**src/rtl/psx_link_pkg.sv**
```systemverilog
// -----------------------------------------------------------------------------
// psx_link_pkg
// Shared definitions for the PSX controller-state serial link. Used by the
// transmitter (psx_packet_tx) and by the receiver on the emulator board, so the
// framing constants and the flags -> data-length rule live in one place.
//   HEADER_NIBBLE : upper nibble of packet byte 0
//   FLAG_BIT_*    : bit positions inside the 3-bit flags field
//   data_len()    : number of buffer bytes that follow the flags byte
//   tx_state_e    : framing FSM states of the transmitter
// -----------------------------------------------------------------------------
package psx_link_pkg;

  localparam logic [3:0] HEADER_NIBBLE = 4'h5;

  localparam int FLAG_BIT_SHORT = 0;
  localparam int FLAG_BIT_MID   = 1;
  localparam int FLAG_BIT_LONG  = 2;

  localparam logic [4:0] LEN_NONE  = 5'd0;
  localparam logic [4:0] LEN_SHORT = 5'd2;
  localparam logic [4:0] LEN_MID   = 5'd6;
  localparam logic [4:0] LEN_LONG  = 5'd18;

  typedef enum logic [2:0] {
    S_IDLE,
    S_HEADER,
    S_FLAGS,
    S_DATA,
    S_GAP
  } tx_state_e;

  // Highest set flag bit wins.
  function automatic logic [4:0] data_len(input logic [2:0] flags);
    if (flags[FLAG_BIT_LONG])       return LEN_LONG;
    else if (flags[FLAG_BIT_MID])   return LEN_MID;
    else if (flags[FLAG_BIT_SHORT]) return LEN_SHORT;
    else                            return LEN_NONE;
  endfunction

endpackage

```
**src/rtl/psx_packet_tx_serial_tx.sv**
```systemverilog
// -----------------------------------------------------------------------------
// serial_tx
// 8N1 UART byte shifter with an internal baud counter.
//   FIFO_clk : clock
//   reset    : asynchronous, active-high
//   load     : accept data when ready is high; start bit begins next cycle
//   data     : byte to send, LSB first
//   ready    : high when idle and in the last cycle of a stop bit, so a byte
//              loaded then follows the previous one without any gap
//   tx       : serial line, idle high (driven straight from a flop)
// -----------------------------------------------------------------------------
module serial_tx #(
  parameter int CLKS_PER_BIT = 1250
) (
  input  logic       FIFO_clk,
  input  logic       reset,
  input  logic       load,
  input  logic [7:0] data,
  output logic       ready,
  output logic       tx
);

  localparam int CW = (CLKS_PER_BIT > 1) ? $clog2(CLKS_PER_BIT) : 1;
  localparam logic [CW-1:0] BAUD_RELOAD = CW'(CLKS_PER_BIT - 1);

  logic          r_active;
  logic [9:0]    r_frame;    // {stop, data[7:0], start}; bit 0 is on the line
  logic [CW-1:0] r_baud_cnt;
  logic [3:0]    r_bit_idx;

  logic w_bit_end;
  logic w_last_bit;

  assign w_bit_end  = (r_baud_cnt == '0);
  assign w_last_bit = (r_bit_idx == 4'd9);
  assign ready      = !r_active || (w_bit_end && w_last_bit);
  assign tx         = r_frame[0];

  // NOTE: sequential state uses non-blocking assignments so every flop samples
  // the pre-edge values, independent of statement order.
  always_ff @(posedge FIFO_clk or posedge reset) begin
    if (reset) begin
      r_active   <= 1'b0;
      r_frame    <= '1;
      r_baud_cnt <= '0;
      r_bit_idx  <= '0;
    end else if (load && ready) begin
      r_active   <= 1'b1;
      r_frame    <= {1'b1, data, 1'b0};
      r_baud_cnt <= BAUD_RELOAD;
      r_bit_idx  <= '0;
    end else if (r_active) begin
      if (w_bit_end) begin
        if (w_last_bit) begin
          r_active <= 1'b0;
          r_frame  <= '1;
        end else begin
          r_frame    <= {1'b1, r_frame[9:1]};
          r_bit_idx  <= r_bit_idx + 4'd1;
          r_baud_cnt <= BAUD_RELOAD;
        end
      end else begin
        r_baud_cnt <= r_baud_cnt - 1'b1;
      end
    end
  end

endmodule

```
**src/rtl/psx_packet_tx.sv**
```systemverilog
// -----------------------------------------------------------------------------
// psx_packet_tx
// Frames a controller-state snapshot as {5,port}, {00000,flags}, N buffer
// bytes and sends it as back-to-back 8N1 bytes, followed by a forced idle gap.
//   FIFO_clk    : clock
//   reset       : asynchronous, active-high
//   start       : request a packet (only honoured while busy is low)
//   port_number : slot address, captured with start
//   flags       : state flags, captured with start; select N = 0/2/6/18
//   rd_addr     : buffer read address (data byte index)
//   rd_data     : buffer read data, one cycle after rd_addr
//   busy        : packet or idle gap in progress
//   done        : one-cycle pulse in the final gap cycle
//   SERIAL_TX   : UART line, idle high
// -----------------------------------------------------------------------------
module psx_packet_tx
  import psx_link_pkg::*;
#(
  parameter int CLKS_PER_BIT = 1250,
  parameter int IDLE_BITS    = 16
) (
  input  logic       FIFO_clk,
  input  logic       reset,
  input  logic       start,
  input  logic [3:0] port_number,
  input  logic [2:0] flags,
  output logic [4:0] rd_addr,
  input  logic [7:0] rd_data,
  output logic       busy,
  output logic       done,
  output logic       SERIAL_TX
);

  localparam int GAP_CYCLES = IDLE_BITS * CLKS_PER_BIT;
  localparam int GW = (GAP_CYCLES > 1) ? $clog2(GAP_CYCLES) : 1;
  localparam logic [GW-1:0] GAP_RELOAD = GW'(GAP_CYCLES - 1);

  tx_state_e     r_state;
  logic [2:0]    r_flags;
  logic [4:0]    r_len;
  logic [4:0]    r_data_cnt;   // data bytes handed to the serializer so far
  logic [4:0]    r_rd_addr;
  logic [GW-1:0] r_gap_cnt;

  tx_state_e     w_state_next;
  logic          w_load;
  logic [7:0]    w_load_data;
  logic          w_data_load;
  logic          w_ready;
  logic          w_done;

  serial_tx #(
    .CLKS_PER_BIT(CLKS_PER_BIT)
  ) u_serial_tx (
    .FIFO_clk(FIFO_clk),
    .reset   (reset),
    .load    (w_load),
    .data    (w_load_data),
    .ready   (w_ready),
    .tx      (SERIAL_TX)
  );

  always_ff @(posedge FIFO_clk or posedge reset) begin
    if (reset) r_state <= S_IDLE;
    else       r_state <= w_state_next;
  end

  // NOTE: every output of this block gets a default first, so no path leaves
  // a signal unassigned and no latch is inferred.
  always_comb begin
    w_state_next = r_state;
    w_load       = 1'b0;
    w_load_data  = '0;
    w_data_load  = 1'b0;
    w_done       = 1'b0;
    case (r_state)
      S_IDLE: begin
        // Byte 0 is built from the live inputs so its start bit appears the
        // cycle right after start is accepted.
        if (start) begin
          w_load       = 1'b1;
          w_load_data  = {HEADER_NIBBLE, port_number};
          w_state_next = S_HEADER;
        end
      end
      S_HEADER: begin
        if (w_ready) begin
          w_load       = 1'b1;
          w_load_data  = {5'b0, r_flags};
          w_state_next = S_FLAGS;
        end
      end
      S_FLAGS: begin
        if (w_ready) begin
          if (r_len != LEN_NONE) begin
            w_load       = 1'b1;
            w_load_data  = rd_data;
            w_data_load  = 1'b1;
            w_state_next = S_DATA;
          end else begin
            w_state_next = S_GAP;
          end
        end
      end
      S_DATA: begin
        if (w_ready) begin
          if (r_data_cnt == r_len) begin
            w_state_next = S_GAP;
          end else begin
            w_load       = 1'b1;
            w_load_data  = rd_data;
            w_data_load  = 1'b1;
          end
        end
      end
      S_GAP: begin
        if (r_gap_cnt == '0) begin
          w_done       = 1'b1;
          w_state_next = S_IDLE;
        end
      end
      default: w_state_next = S_IDLE;
    endcase
  end

  // Captured packet parameters, data byte counter and read address.
  always_ff @(posedge FIFO_clk or posedge reset) begin
    if (reset) begin
      r_flags    <= '0;
      r_len      <= '0;
      r_data_cnt <= '0;
      r_rd_addr  <= '0;
    end else begin
      if (r_state == S_IDLE && start) begin
        r_flags    <= flags;
        r_len      <= data_len(flags);
        r_data_cnt <= '0;
        r_rd_addr  <= '0;
      end
      if (w_data_load) begin
        r_data_cnt <= r_data_cnt + 5'd1;
        // Point at the next byte during this byte's start bit; the buffer
        // then has the whole byte time to present it. Hold at N-1 at the end.
        if ((r_data_cnt + 5'd1) < r_len) r_rd_addr <= r_rd_addr + 5'd1;
      end
      if (w_done) r_rd_addr <= '0;
    end
  end

  // Gap timer: loaded on entry to GAP, so GAP lasts exactly GAP_CYCLES.
  always_ff @(posedge FIFO_clk or posedge reset) begin
    if (reset) begin
      r_gap_cnt <= '0;
    end else if (w_state_next == S_GAP && r_state != S_GAP) begin
      r_gap_cnt <= GAP_RELOAD;
    end else if (r_state == S_GAP && r_gap_cnt != '0) begin
      r_gap_cnt <= r_gap_cnt - 1'b1;
    end
  end

  assign busy    = (r_state != S_IDLE);
  assign done    = w_done;
  assign rd_addr = r_rd_addr;

endmodule
```
**config.mk**
```make
export PLATFORM = sky130hd
export DESIGN_NAME = psx_packet_tx
export DESIGN_NICKNAME = d
export VERILOG_FILES = /design/src/rtl/psx_link_pkg.sv /design/src/rtl/psx_packet_tx_serial_tx.sv /design/src/rtl/psx_packet_tx.sv
export SDC_FILE = /design/constraint.sdc
export NUM_CORES = 1
export LEC_CHECK = 0
export ABC_AREA = 1
export BUFFER_PORTS_ARGS = -buffer_cell sky130_fd_sc_hd__buf_2
export CAP_MARGIN = 10
export CORE_ASPECT_RATIO = 0.5
export CORE_MARGIN = 2
export CORE_UTILIZATION = 54
export DETAILED_ROUTE_END_ITERATION = 7
export PLACE_DENSITY = 0.84
export SYNTH_ARGS = -nofsm -noshare
export SYNTH_HDL_FRONTEND = slang
export SYNTH_SLANG_ARGS = --single-unit
```
**constraint.sdc**
```tcl
create_clock -name FIFO_clk -period 1.75 [get_ports FIFO_clk]
set_input_delay 0.35 -clock FIFO_clk [delete_from_list [all_inputs] [get_ports FIFO_clk]]
set_output_delay 0.35 -clock FIFO_clk [all_outputs]
set_load 0.05 [all_outputs]
```
==> metrics.md, run 1 <==
| Metric | Value |
|---|---|
| Flop-to-flop setup slack | `-450 ps` |
| DIE AREA | `0.00680 sq mm` |
| Slew Viols, Final | `0` |
| Biggest area consumer among synthesized cells | `dfrtp_1` |
| Synth-to-layout area growth | `65.9%` |
| I/O pins | `26` |
| Post-layout min period | `2200 ps` |
| # hold bufs at CTS | `0` |
| Die H | `59.3 um` |
| Total number of vias | `4412` |
| Violated checks | `negative setup slack` |
| Sequential-to-total area share from yosys stat | `44.2%` |
| Synthesis-stage register bit count | `58` |
| Lkg Pwr | `0.00274 uW` |
| Relative slew slack | `64.1%` |
| ANT cells | `0` |
| PwrDens | `562 mW/mm^2` |
| CTS tree | `done` |
| Max VDD drop | `0.000745 V` |
| Root Driver | `clkbuf_16` |
| Area taken by multi-input logic gates | `0.00230 sq mm` |
| Later-pin clock latency in the skew report | `350 ps` |
| Crit path required time | `2030 ps` |
| Sink Count | `58` |
| Clock Path Buffers | `2` |
| Reg2reg path depth | `11` |
| Vias/cell | `6.75` |
| Fillers | `189` |
| RSZ-0062 raised after global routing | `yes` |
| Number of CTS-inserted buffers | `9` |
| Initial antenna violation count | `0` |
| Register area | `0.00147 sq mm` |
| Detailed Place HPWL | `5.62 mm` |
| IO buf count | `25` |
| FF-to-FF Start | `r_state[1]$_DFF_PP0_` |
| First DRT Iteration DRCs | `832` |
| CP Capture Type | `register` |
| Syn Area/Cell | `7.74 sq um` |
| Syn_nets | `453` |
| Gr usage total | `37.8%` |
| Post-synth top area share | `37.1%` |
| Global-route wire length before repair | `19.1 mm` |
| Worst Path Arrival | `2480 ps` |
| WS Path Type | `reg -> reg` |
| Number of global-route vias before repair | `3836` |
| Endpoints failing setup | `57` |
| Least-Margin Pin Slew | `535 ps` |
| Place WS | `-215 ps` |
| Antenna Nets Post-Route | `0` |
| Htree depth | `3` |
| Total power | `3080 uW` |
| Final design utilization | `91.8%` |
| DRC | `0` |
| Starting Density | `55.3%` |
| Routability cong. | `0.859` |
| WHS | `66.0 ps` |
| Die W | `115 um` |
| Final hold violation count | `0` |
| Netlist Area Pre-Place | `0.00331 sq mm` |
| DRT Pass-1 Iters | `6` |
| Synth area leaders | `dfrtp_1, nand2_1, dfstp_2, nor2_1, inv_1` |
| CP Launch Type | `register` |
| Status | `finished, violations left` |
| Layout cells sized above 1 | `53.7%` |
| Worst Slack Setup Final | `-453 ps` |
| Fin crit share | `126%` |
| Largest net degree at the start of global routing | `24` |
| R2r endpoint | `u_serial_tx.r_frame[1]$_DFFE_PP1P_` |
| Site Rows | `20` |
| Post-Route Skew | `15.2 ps` |
| Worst Hold Class | `in -> async` |
| # Max-Cap Violations | `0` |
| Placeable Area | `0.00598 sq mm` |
| Grt total ovfl | `0` |
| Final net count | `598` |
| Worst-path clk slew | `60 ps` |
| Wirelength per Cell | `25.3 um` |
| Max Fclk | `454 MHz` |
| Distinct cells, synth | `35` |
| Ys Warns | `0` |
| Fin cells | `654` |
| Synth Instances | `427` |
| Dpl cells | `584` |
| Total Wirelength | `16.5 mm` |
| Worst-path fanout max | `10` |
registers in the layout, summed over array words and instances, names as in the netlist, 2 cells and up:
signal / count
r_gap_cnt: 15
u_serial_tx.r_bit_idx: 4
r_flags: 3
r_len: 2
u_serial_tx.r_frame: 9
u_serial_tx.r_baud_cnt: 11
r_state: 3
rd_addr: 5
r_data_cnt: 5
worst max-delay path by stage:
stage	from	to	slack, ps	cells past startpoint
after floorplan	r_data_cnt[0]$_DFFE_PP0P_	rd_addr[3]$_DFF_PP0_	5	10
after global placement	r_data_cnt[1]$_DFFE_PP0P_	rd_addr[1]$_DFF_PP0_	-130	9
after detailed placement	r_data_cnt[1]$_DFFE_PP0P_	rd_addr[0]$_DFF_PP0_	-210	9
after CTS	r_gap_cnt[1]$_DFFE_PP0P_	done	-190	7
after global routing	u_serial_tx.r_baud_cnt[9]$_DFFE_PP0P_	u_serial_tx.r_frame[1]$_DFFE_PP1P_	-710	12
final	r_state[1]$_DFF_PP0_	u_serial_tx.r_frame[1]$_DFFE_PP1P_	-450	11
where the power goes:
group | internal [uW] | total [uW] | leakage, uW | switching (uW)
logic | 20.8 | 66.2 | 0.00193 | 45.4
registers | 1340 | 1340 | 0.000674 | 0
clock network | 991 | 1670 | 0.000133 | 681
metal layers:
layer / track usage, % / vias up / share of wire, %
met3: 12.9 / 186 / 14
met5: 0 / - / 0
met4: 20.6 / 0 / 9.4
met1: 44.2 / 2060 / 35
met2: 62.8 / 508 / 42
li1: - / 1658 / -
timing repair:
item / CTS / global route
resized for setup: 102 / 114
endpoints found under the setup margin: 48 / 53
pin swaps: 55 / 38
buffers inserted: 34 / 24
area by class of cell:
type / instances / area share, %
Tap cell: 77 / 1.76
Clock buffer: 13 / 4.56
Timing Repair Buffer: 141 / 20.9
Inverter: 53 / 3.99
Multi-Input combinational cell: 309 / 41.9
Sequential cell: 58 / 26.7
Clock inverter: 3 / 0.274
placed cells by master, fill, tap and decap left out, types with 4 or more instances in the layout:
cell	count
buf_4	86
nand2_1	65
dfrtp_1	47
inv_1	41
nor2_1	34
buf_6	27
nand2_2	25
buf_2	24
nand2_4	21
nor2_4	15
nand3_1	15
nor2_2	14
xor2_1	13
a21oi_2	10
nand3_2	9
o21ai_1	9
o21ai_0	9
clkbuf_16	9
dfstp_2	9
inv_2	8
nand3_4	7
o21ai_2	6
nand4_1	5
nand3b_1	5
nor3_2	4
a21oi_4	4
a21oi_1	4
ha_1	4
ha_4	4
per-stage QoR:
stage | area [sq um] | setup TNS, ps
4_1_cts | 4870 | -1480
5_1_grt | 5490 | -16470
3_3_place_gp | 3990 | -1600
2_1_floorplan | 3330 | 0
6_report | 5490 | -13710
3_5_place_dp | 3990 | -4390
Yosys cell counts:
cell type / number
nand2_1: 105
nor2_1: 55
inv_1: 51
dfrtp_1: 49
nand3_1: 28
o21ai_0: 22
a21oi_1: 17
xor2_1: 15
dfstp_2: 9
ha_1: 8
nor3_1: 8
nand2_2: 7
nor2_2: 6
o22ai_1: 6
nand3b_1: 5
nand4_1: 5
xnor2_1: 4
clkbuf_1: 3
nand3_2: 3
buf_4: 2
inv_2: 2
nor2_4: 2
o21ai_1: 2
o21ai_2: 2
a21oi_4: 1
a22oi_1: 1
and2_1: 1
buf_6: 1
buf_8: 1
o2111ai_1: 1
o21ai_4: 1
o21bai_1: 1
o31ai_1: 1
or2_0: 1
or2_2: 1
critical path, cell delays in order, from the launching register on:
cell and delay, ps:
dfrtp_1 430, nor2_1 210, buf_4 170, nand3_1 210, inv_1 190, buf_4 240, nand2_1 120, o21ai_0 170
nor2_1 190, nand2_2 90, nand2_1 60, nand2_1 60
cell families after synthesis:
| kind of cell | after synthesis | share of synthesized area (%) |
|---|---|---|
| simple gates | 227 | 30.3 |
| buf+inv | 60 | 7.60 |
| flops | 58 | 44.2 |
| compound gates | 55 | 9.80 |
| xor+xnor | 19 | 5.03 |
| fa+ha+maj | 8 | 3.03 |
Power figures use the tool's default switching activity.
==> run 2: changes to the inputs <==
Settings changed: ABC_AREA 1 to default.
==> metrics.md, run 2 <==
| Metric | Value |
|---|---|
| Synth async-reset ratio | `100% (unchanged)` |
| Sink Count | `58 (unchanged)` |
| Syn_nets | `379 (-16%)` |
| Starting Density | `55.4% (+0.14 points)` |
| Top Registers | `r_gap_cnt: 15 flops, u_serial_tx.r_baud_cnt: 11 flops, u_serial_tx.r_frame: 9 flops` |
| # hold bufs at CTS | `0 (unchanged)` |
| Net switching power | `2490 uW (+240%)` |
| Leading register cell type out of synthesis | `dfrtp_1` |
| Max VDD drop | `0.000648 V (-13%)` |
| Synth area leaders | `dfrtp_1, dfstp_2, xor2_1, nand2_1, nor2_1` |
| Fin crit share | `135% (+9.1 points)` |
| Clock Path Buffers | `2 (unchanged)` |
| Most frequent cells after synthesis | `dfrtp_1, nand2_1, nor2_1` |
| Crit path cell chain | `nor4_4 > nor2_2 > buf_4 > buf_4 > a32o_1 > a22oi_1 > mux2i_2` |
| CP Launch Type | `register` |
| Leading cell type in the layout, fill and taps excluded | `buf_4` |
| Slowest Stage Delay on Critical Path | `580 ps (+150 ps)` |
| Clock power frac | `28.5% (-26 points)` |
| Syn Area/Cell | `9.47 sq um (+22%)` |
| Max Fclk | `423 MHz (-6.7%)` |
| Cell family with most CP delay | `simple AND/OR/NAND/NOR gates` |
| XOR/XNOR Fraction of Synth Area | `5.76% (+0.73 points)` |
| I/O pins | `26 (unchanged)` |
| DRC | `12 (+12)` |
| RSZ-0062 raised after global routing | `yes` |
| Total Wirelength | `19.3 mm (+16%)` |
| First DRT Iteration DRCs | `952 (+14%)` |
| Sequential-to-total area share from yosys stat | `43.8% (-0.48 points)` |
| WS Path Type | `reg -> reg` |
| Relative slew slack | `61.1% (-3.0 points)` |
| Worst-path fanout max | `4 (-6)` |
| Distinct cells, synth | `60 (+71%)` |
| Global-route wire length before repair | `23.2 mm (+21%)` |
| CTS tree | `done` |
| Setup TNS | `-22580 ps (-8870 ps)` |
| Detailed Place HPWL | `6.64 mm (+18%)` |
| Largest family of logic cells by synthesized area | `simple AND/OR/NAND/NOR gates` |
| Violated checks | `design-rule violations, negative setup slack` |
| Root Driver | `clkbuf_16` |
| Compound-Gate Fraction of Synth Area | `14.7% (+4.9 points)` |
| Buf/Inv on CP | `2 (-1)` |
| Least-Margin Pin Slew | `581 ps (+45.4 ps)` |
| Worst Path Arrival | `2620 ps (+140 ps)` |
| Site Rows | `20 (unchanged)` |
| Final hold violation count | `0 (unchanged)` |
| DRT Pass-1 Iters | `8 (+2)` |
| Slowest CP cell | `nor4_4` |
| Placeable Area | `0.00603 sq mm (+0.84%)` |
| Total number of vias | `4591 (+4.1%)` |
| Int Pwr | `3820 uW (+62%)` |
| Reg2reg path depth | `7 (-4)` |
| Largest net degree at the start of global routing | `38 (+58%)` |
| Lkg Pwr | `0.00253 uW (-7.9%)` |
| Endpoints failing setup | `56 (-1.8%)` |
| Slew Viols, Final | `0 (unchanged)` |
| Sequential Power Share | `32.3% (-11 points)` |
| Synth-to-layout area growth | `69.3%` |
| Htree depth | `3 (unchanged)` |
| Final net count | `530 (-11%)` |
| Max reg flops | `15 (unchanged)` |
| Antenna Nets Post-Route | `0 (unchanged)` |
| CP Capture Type | `register` |
| Biggest area consumer among synthesized cells | `dfrtp_1` |
| Post-synth top area share | `36.7% (-0.40 points)` |
| Combinational Power Share | `39.2% (+37 points)` |
| Post-layout min period | `2360 ps (+158 ps)` |
| Ys Warns | `0 (unchanged)` |
| Post-Route Skew | `12.2 ps (-3.04 ps)` |
| Wirelength per Cell | `32.2 um (+27%)` |
| Placed cell area | `0.00423 sq mm (+6.0%)` |
| R2r endpoint | `u_serial_tx.r_frame[1]$_DFFE_PP1P_` |
| Worst-path clk slew | `60 ps (about the same)` |
| Largest Register | `r_gap_cnt` |
| Vias/cell | `7.68 (+14%)` |
| Die H | `59.6 um (+0.51%)` |
| # Max-Cap Violations | `0 (unchanged)` |
| Grt total ovfl | `0 (unchanged)` |
| Place WS | `-322 ps (-107 ps)` |
| Simple-Gate Fraction of Synth Area | `26.1% (-4.2 points)` |
| Gr usage total | `46.6% (+8.8 points)` |
| DIE AREA | `0.00688 sq mm (+1.0%)` |
| Die W | `115 um (+0.53%)` |
| Routability cong. | `0.858 (-0.12%)` |
| Crit path required time | `2010 ps (-20 ps)` |
| Status | `finished, violations left` |
| Most used cell, CP | `buf_4` |
| Number of global-route vias before repair | `4101 (+6.9%)` |
| FF-to-FF Start | `r_len[1]$_DFFE_PP0P_` |
| Net Sw Frac | `39.4% (+16 points)` |
| Initial antenna violation count | `3 (+3)` |
| Adder-cell area share of the yosys netlist | `2.99% (-0.033 points)` |
| Worst Slack Setup Final | `-612 ps (-158 ps)` |
| Layout cells sized above 1 | `60.1% (+6.4 points)` |
| Post-synth EDFFs | `0 (unchanged)` |
| Netlist Area Pre-Place | `0.00334 sq mm (+1.1%)` |
| Mux contribution to synthesized area | `2.17% (+2.2 points)` |
| Synth Instances | `353 (-17%)` |
| Commonest non-fill, non-tap cells in the layout | `buf_4, dfrtp_1, buf_6` |
| Finished Cell Area | `0.00566 sq mm (+3.1%)` |
| WHS | `44.0 ps (-22.0 ps)` |
| Flop-to-flop setup slack | `-610 ps (-160 ps)` |
| Synthesis-stage register bit count | `58 (unchanged)` |
| Later-pin clock latency in the skew report | `350 ps (about the same)` |
| IO buf count | `25 (unchanged)` |
| Number of CTS-inserted buffers | `9 (unchanged)` |
| Count leader, synth | `dfrtp_1` |
| Worst Hold Class | `in -> async` |
| PwrDens | `1110 mW/mm^2 (+99%)` |
[run 2: kinds of logic after synthesis]
kind of cell             count (synthesis)
AND/OR/NAND/NOR                        153
AO/OA/AOI/OAI                           70
flip-flops                              58
buffers and inverters                   35
XOR/XNOR                                22
adder cells (fa/ha/maj)                  8
multiplexers                             7
[run 2: worst reg2reg max path, stage by stage, from the launching register on]
cell	delay [ps]
dfrtp_2	470
nor4_4	590
nor2_2	120
buf_4	180
buf_4	160
a32o_1	290
a22oi_1	330
mux2i_2	130
[run 2: stage by stage]
| step | std cells | utilization, % | power [uW] |
|---|---|---|---|
| CTS | 572 | 83.3 | 5310 |
| global placement | 530 | 70.1 | 3090 |
| floorplan | 353 | - | 2640 |
| detailed placement | 530 | 70.1 | 3190 |
| finish | 598 | 93.8 | 6310 |
| global route | 598 | 93.8 | 6390 |
[run 2: power by group through the flow]
| stage | Combinational, uW | Sequential [uW] | Clock, uW |
|---|---|---|---|
| after CTS | 1690 | 1930 | 1690 |
| after detailed placement | 1280 | 1910 | 0 |
| after global routing | 2530 | 2040 | 1820 |
| final | 2470 | 2040 | 1800 |
| after global placement | 1210 | 1880 | 0 |
| after floorplan | 695 | 1940 | 0 |
[run 2: repair_timing]
item / in CTS / in global routing
setup buffers: 24 / 26
endpoints found under the setup margin: 57 / 58
pin swaps: 42 / 45
cloned: 2 / 0
gates resized for setup: 84 / 94
[run 2: routing by layer]
metal / vias to the layer above / global-route usage, % / share of wire (%)
met2: 634 / 67.1 / 38
met1: 2078 / 54.8 / 33
li1: 1586 / - / -
met3: 291 / 20.0 / 17
met5: - / 0 / 0.021
met4: 2 / 38.4 / 12
[run 2: area by class of cell]
cell class / instances / area [sq um]
Sequential cell: 58 / 1470
Clock buffer: 14 / 274
Multi-Input combinational cell: 261 / 2460
Clock inverter: 2 / 10.0
Fill cell: 157 / 372
Timing Repair Buffer: 155 / 1250
Antenna cell: 1 / 2.50
Tap cell: 88 / 110
Inverter: 19 / 77.6
[run 2: worst max path at each step]
stage                                           from                                    end  slack (ps)  cells after the start
2_1_floorplan  u_serial_tx.r_baud_cnt[5]$_DFFE_PP0P_  u_serial_tx.r_baud_cnt[9]$_DFFE_PP0P_        -160                      4
3_3_place_gp   u_serial_tx.r_baud_cnt[7]$_DFFE_PP0P_  u_serial_tx.r_baud_cnt[9]$_DFFE_PP0P_        -190                      4
3_5_place_dp               r_data_cnt[0]$_DFFE_PP0P_                   rd_addr[3]$_DFF_PP0_        -320                      8
4_1_cts        u_serial_tx.r_baud_cnt[1]$_DFFE_PP0P_  u_serial_tx.r_baud_cnt[0]$_DFFE_PP0P_        -290                      8
5_1_grt                         r_len[1]$_DFFE_PP0P_  u_serial_tx.r_baud_cnt[8]$_DFFE_PP0P_        -620                      7
6_report                        r_len[1]$_DFFE_PP0P_     u_serial_tx.r_frame[1]$_DFFE_PP1P_        -610                      7
==> run 3: changes to the inputs <==
==> constraint.sdc (replaced) <==
create_clock -name FIFO_clk -period 1.75 [get_ports FIFO_clk]
set_input_delay 0.0875 -clock FIFO_clk [delete_from_list [all_inputs] [get_ports FIFO_clk]]
set_output_delay 0.0875 -clock FIFO_clk [all_outputs]
set_load 0.05 [all_outputs]
==> metrics.md, run 3 (same netlist as run 2, synthesis figures left out) <==
| Metric | Value |
|---|---|
| Leading cell type in the layout, fill and taps excluded | `buf_4` |
| Total Wirelength | `18.8 mm (-2.6%)` |
| Max Fclk | `432 MHz (+2.1%)` |
| # Max-Cap Violations | `0 (unchanged)` |
| Detailed Place HPWL | `6.61 mm (-0.38%)` |
| Die W | `115 um (unchanged)` |
| Crit path required time | `1990 ps (-20 ps)` |
| Total number of vias | `4519 (-1.6%)` |
| PwrDens | `1130 mW/mm^2 (+1.3%)` |
| CTS tree | `done` |
| Slowest CP cell | `or4_1` |
| Global-route wire length before repair | `21.8 mm (-6.0%)` |
| Site Rows | `20 (unchanged)` |
| Largest net degree at the start of global routing | `59 (+55%)` |
| Total power | `6220 uW (-1.4%)` |
| Wirelength per Cell | `31.6 um (-1.8%)` |
| Starting Density | `55.4% (unchanged)` |
| Post-layout min period | `2310 ps (-49.4 ps)` |
| Max VDD drop | `0.000824 V (+27%)` |
| DRC | `0 (-12)` |
| Number of CTS-inserted buffers | `9 (unchanged)` |
| Worst Path Arrival | `2560 ps (-60 ps)` |
| Clock Path Buffers | `2 (unchanged)` |
| Final net count | `526 (-0.75%)` |
| Synth-to-layout area growth | `64.9%` |
| CP Launch Type | `register` |
| Htree depth | `3 (unchanged)` |
| First DRT Iteration DRCs | `940 (-1.3%)` |
| Status | `finished, violations left` |
| DIE AREA | `0.00688 sq mm (unchanged)` |
| Final design utilization | `91.4% (-2.4 points)` |
| Die H | `59.6 um (unchanged)` |
| Sink Count | `58 (unchanged)` |
| Worst Slack Setup Final | `-562 ps (+49.4 ps)` |
| Initial antenna violation count | `2 (-1)` |
| Fin crit share | `132% (-2.8 points)` |
| Later-pin clock latency in the skew report | `350 ps (about the same)` |
| Slowest Stage Delay on Critical Path | `470 ps (-110 ps)` |
| Routability cong. | `0.925 (+7.8%)` |
| Crit path cell chain | `buf_12 > ha_4 > nand3_4 > xnor2_4 > ha_4 > nor2_4 > a31oi_4 > or4_1 > o211ai_1` |
| Number of global-route vias before repair | `3917 (-4.5%)` |
| Violated checks | `negative setup slack` |
| ANT cells | `0 (-1)` |
| Worst-path clk slew | `60 ps (about the same)` |
| Buf/Inv on CP | `1 (-1)` |
| Slew Viols, Final | `0 (unchanged)` |
| Post-Route Skew | `15.7 ps (+3.51 ps)` |
| I/O pins | `26 (unchanged)` |
| Relative slew slack | `53.4% (-7.8 points)` |
| DRT Pass-1 Iters | `8 (unchanged)` |
| Least-Margin Pin Slew | `694 ps (+113 ps)` |
| Final hold violation count | `0 (unchanged)` |
| Most used cell, CP | `ha_4` |
| Placeable Area | `0.00603 sq mm (unchanged)` |
| Worst-path fanout max | `3 (-1)` |
| Endpoints failing setup | `56 (unchanged)` |
| Setup TNS | `-20240 ps (+2340 ps)` |
| Lkg Pwr | `0.00244 uW (-3.3%)` |
| Cell family with most CP delay | `simple AND/OR/NAND/NOR gates` |
| Worst Hold Class | `in -> reg` |
| FF-to-FF Start | `r_data_cnt[0]$_DFFE_PP0P_` |
| Place WS | `-361 ps (-38.7 ps)` |
| Grt total ovfl | `0 (unchanged)` |
| RSZ-0062 raised after global routing | `yes` |
| IO buf count | `25 (unchanged)` |
| Vias/cell | `7.62 (-0.74%)` |
| Max reg flops | `15 (unchanged)` |
| Root Driver | `clkbuf_16` |
| Hold_sp | `flags[2]` |
| Top Registers | `r_gap_cnt: 15 flops, u_serial_tx.r_baud_cnt: 11 flops, u_serial_tx.r_frame: 9 flops` |
| Crit path from | `r_data_cnt[0]$_DFFE_PP0P_` |
| Largest Register | `r_gap_cnt` |
| Fillers | `187 (+19%)` |
| Commonest non-fill, non-tap cells in the layout | `buf_4, dfrtp_1, nand2_1, buf_2, buf_6` |
| WS Path Type | `reg -> reg` |
| Antenna Nets Post-Route | `0 (unchanged)` |
| CP Capture Type | `register` |
| Layout cells sized above 1 | `56.6% (-3.5 points)` |
| Gr usage total | `43.7% (-2.8 points)` |
## run 3: report_power, final
group,switching (uW),internal (uW),total [uW]
Combinational,1280,1070,2340
Sequential,401,1620,2030
Clock,679,1180,1860
## run 3: final timing paths
kind | end | slack (ps) | depth (start not counted)
min | r_flags[2]$_DFFE_PP0P_ | 120 | 3
min in group asynchronous | u_serial_tx.r_bit_idx[0]$_DFFE_PP0P_ | 430 | 4
max in group asynchronous | u_serial_tx.r_frame[2]$_DFFE_PP1P_ | 1010 | 4
min reg2reg | u_serial_tx.r_frame[0]$_DFFE_PP1P_ | 570 | 2
max reg2reg | rd_addr[3]$_DFF_PP0_ | -560 | 9
max | rd_addr[3]$_DFF_PP0_ | -560 | 9
## run 3: what timing repair did
item                                   4_1_cts  5_1_grt
setup endpoints to repair                   53       59
resized for setup                           87       70
pin swaps                                   24       37
hold buffers                                 4        0
endpoints found under the hold margin       52        0
setup buffers                               16       33
cloned                                       2        1
## run 3: layout make-up
class,count,area (sq um),share of cell area (%)
Inverter,19,73.8,1.34
Clock buffer,14,264,4.79
Tap cell,88,110,2.00
Sequential cell,58,1470,26.7
Clock inverter,2,35.0,0.636
Timing Repair Buffer,150,1210,22.0
Multi-Input combinational cell,262,2350,42.6
## run 3: metrics by stage
| step | hold WS (ps) | instances | cell area, sq um |
|---|---|---|---|
| CTS | 0.311 | 561 | 4990 |
| finish | 121 | 593 | 5510 |
| detailed placement | 173 | 523 | 4160 |
| floorplan | 193 | 353 | 3480 |
| global placement | 162 | 523 | 4160 |
| global route | 112 | 593 | 5510 |
## run 3: worst register-to-register path, delay by kind of cell, from the launching register on
| kind | cells | cell delay, ps |
|---|---|---|
| flip-flops | 1 | 420 |
| adder cells (fa/ha/maj) | 2 | 410 |
| XOR/XNOR | 1 | 250 |
| buffers and inverters | 1 | 120 |
| AO/OA/AOI/OAI | 2 | 240 |
| AND/OR/NAND/NOR | 3 | 770 |
## run 3: per-layer routing
layer  vias to the layer above  share of wire (%)  track usage [%]  routed length, um
met2                       586                 39             70.1               7390
met5                         -              0.021                0                  4
met1                      2078                 32             51.0               6060
li1                       1586                  -                -                  -
met3                       267                 17             14.7               3150
met4                         2                 12             29.4               2160
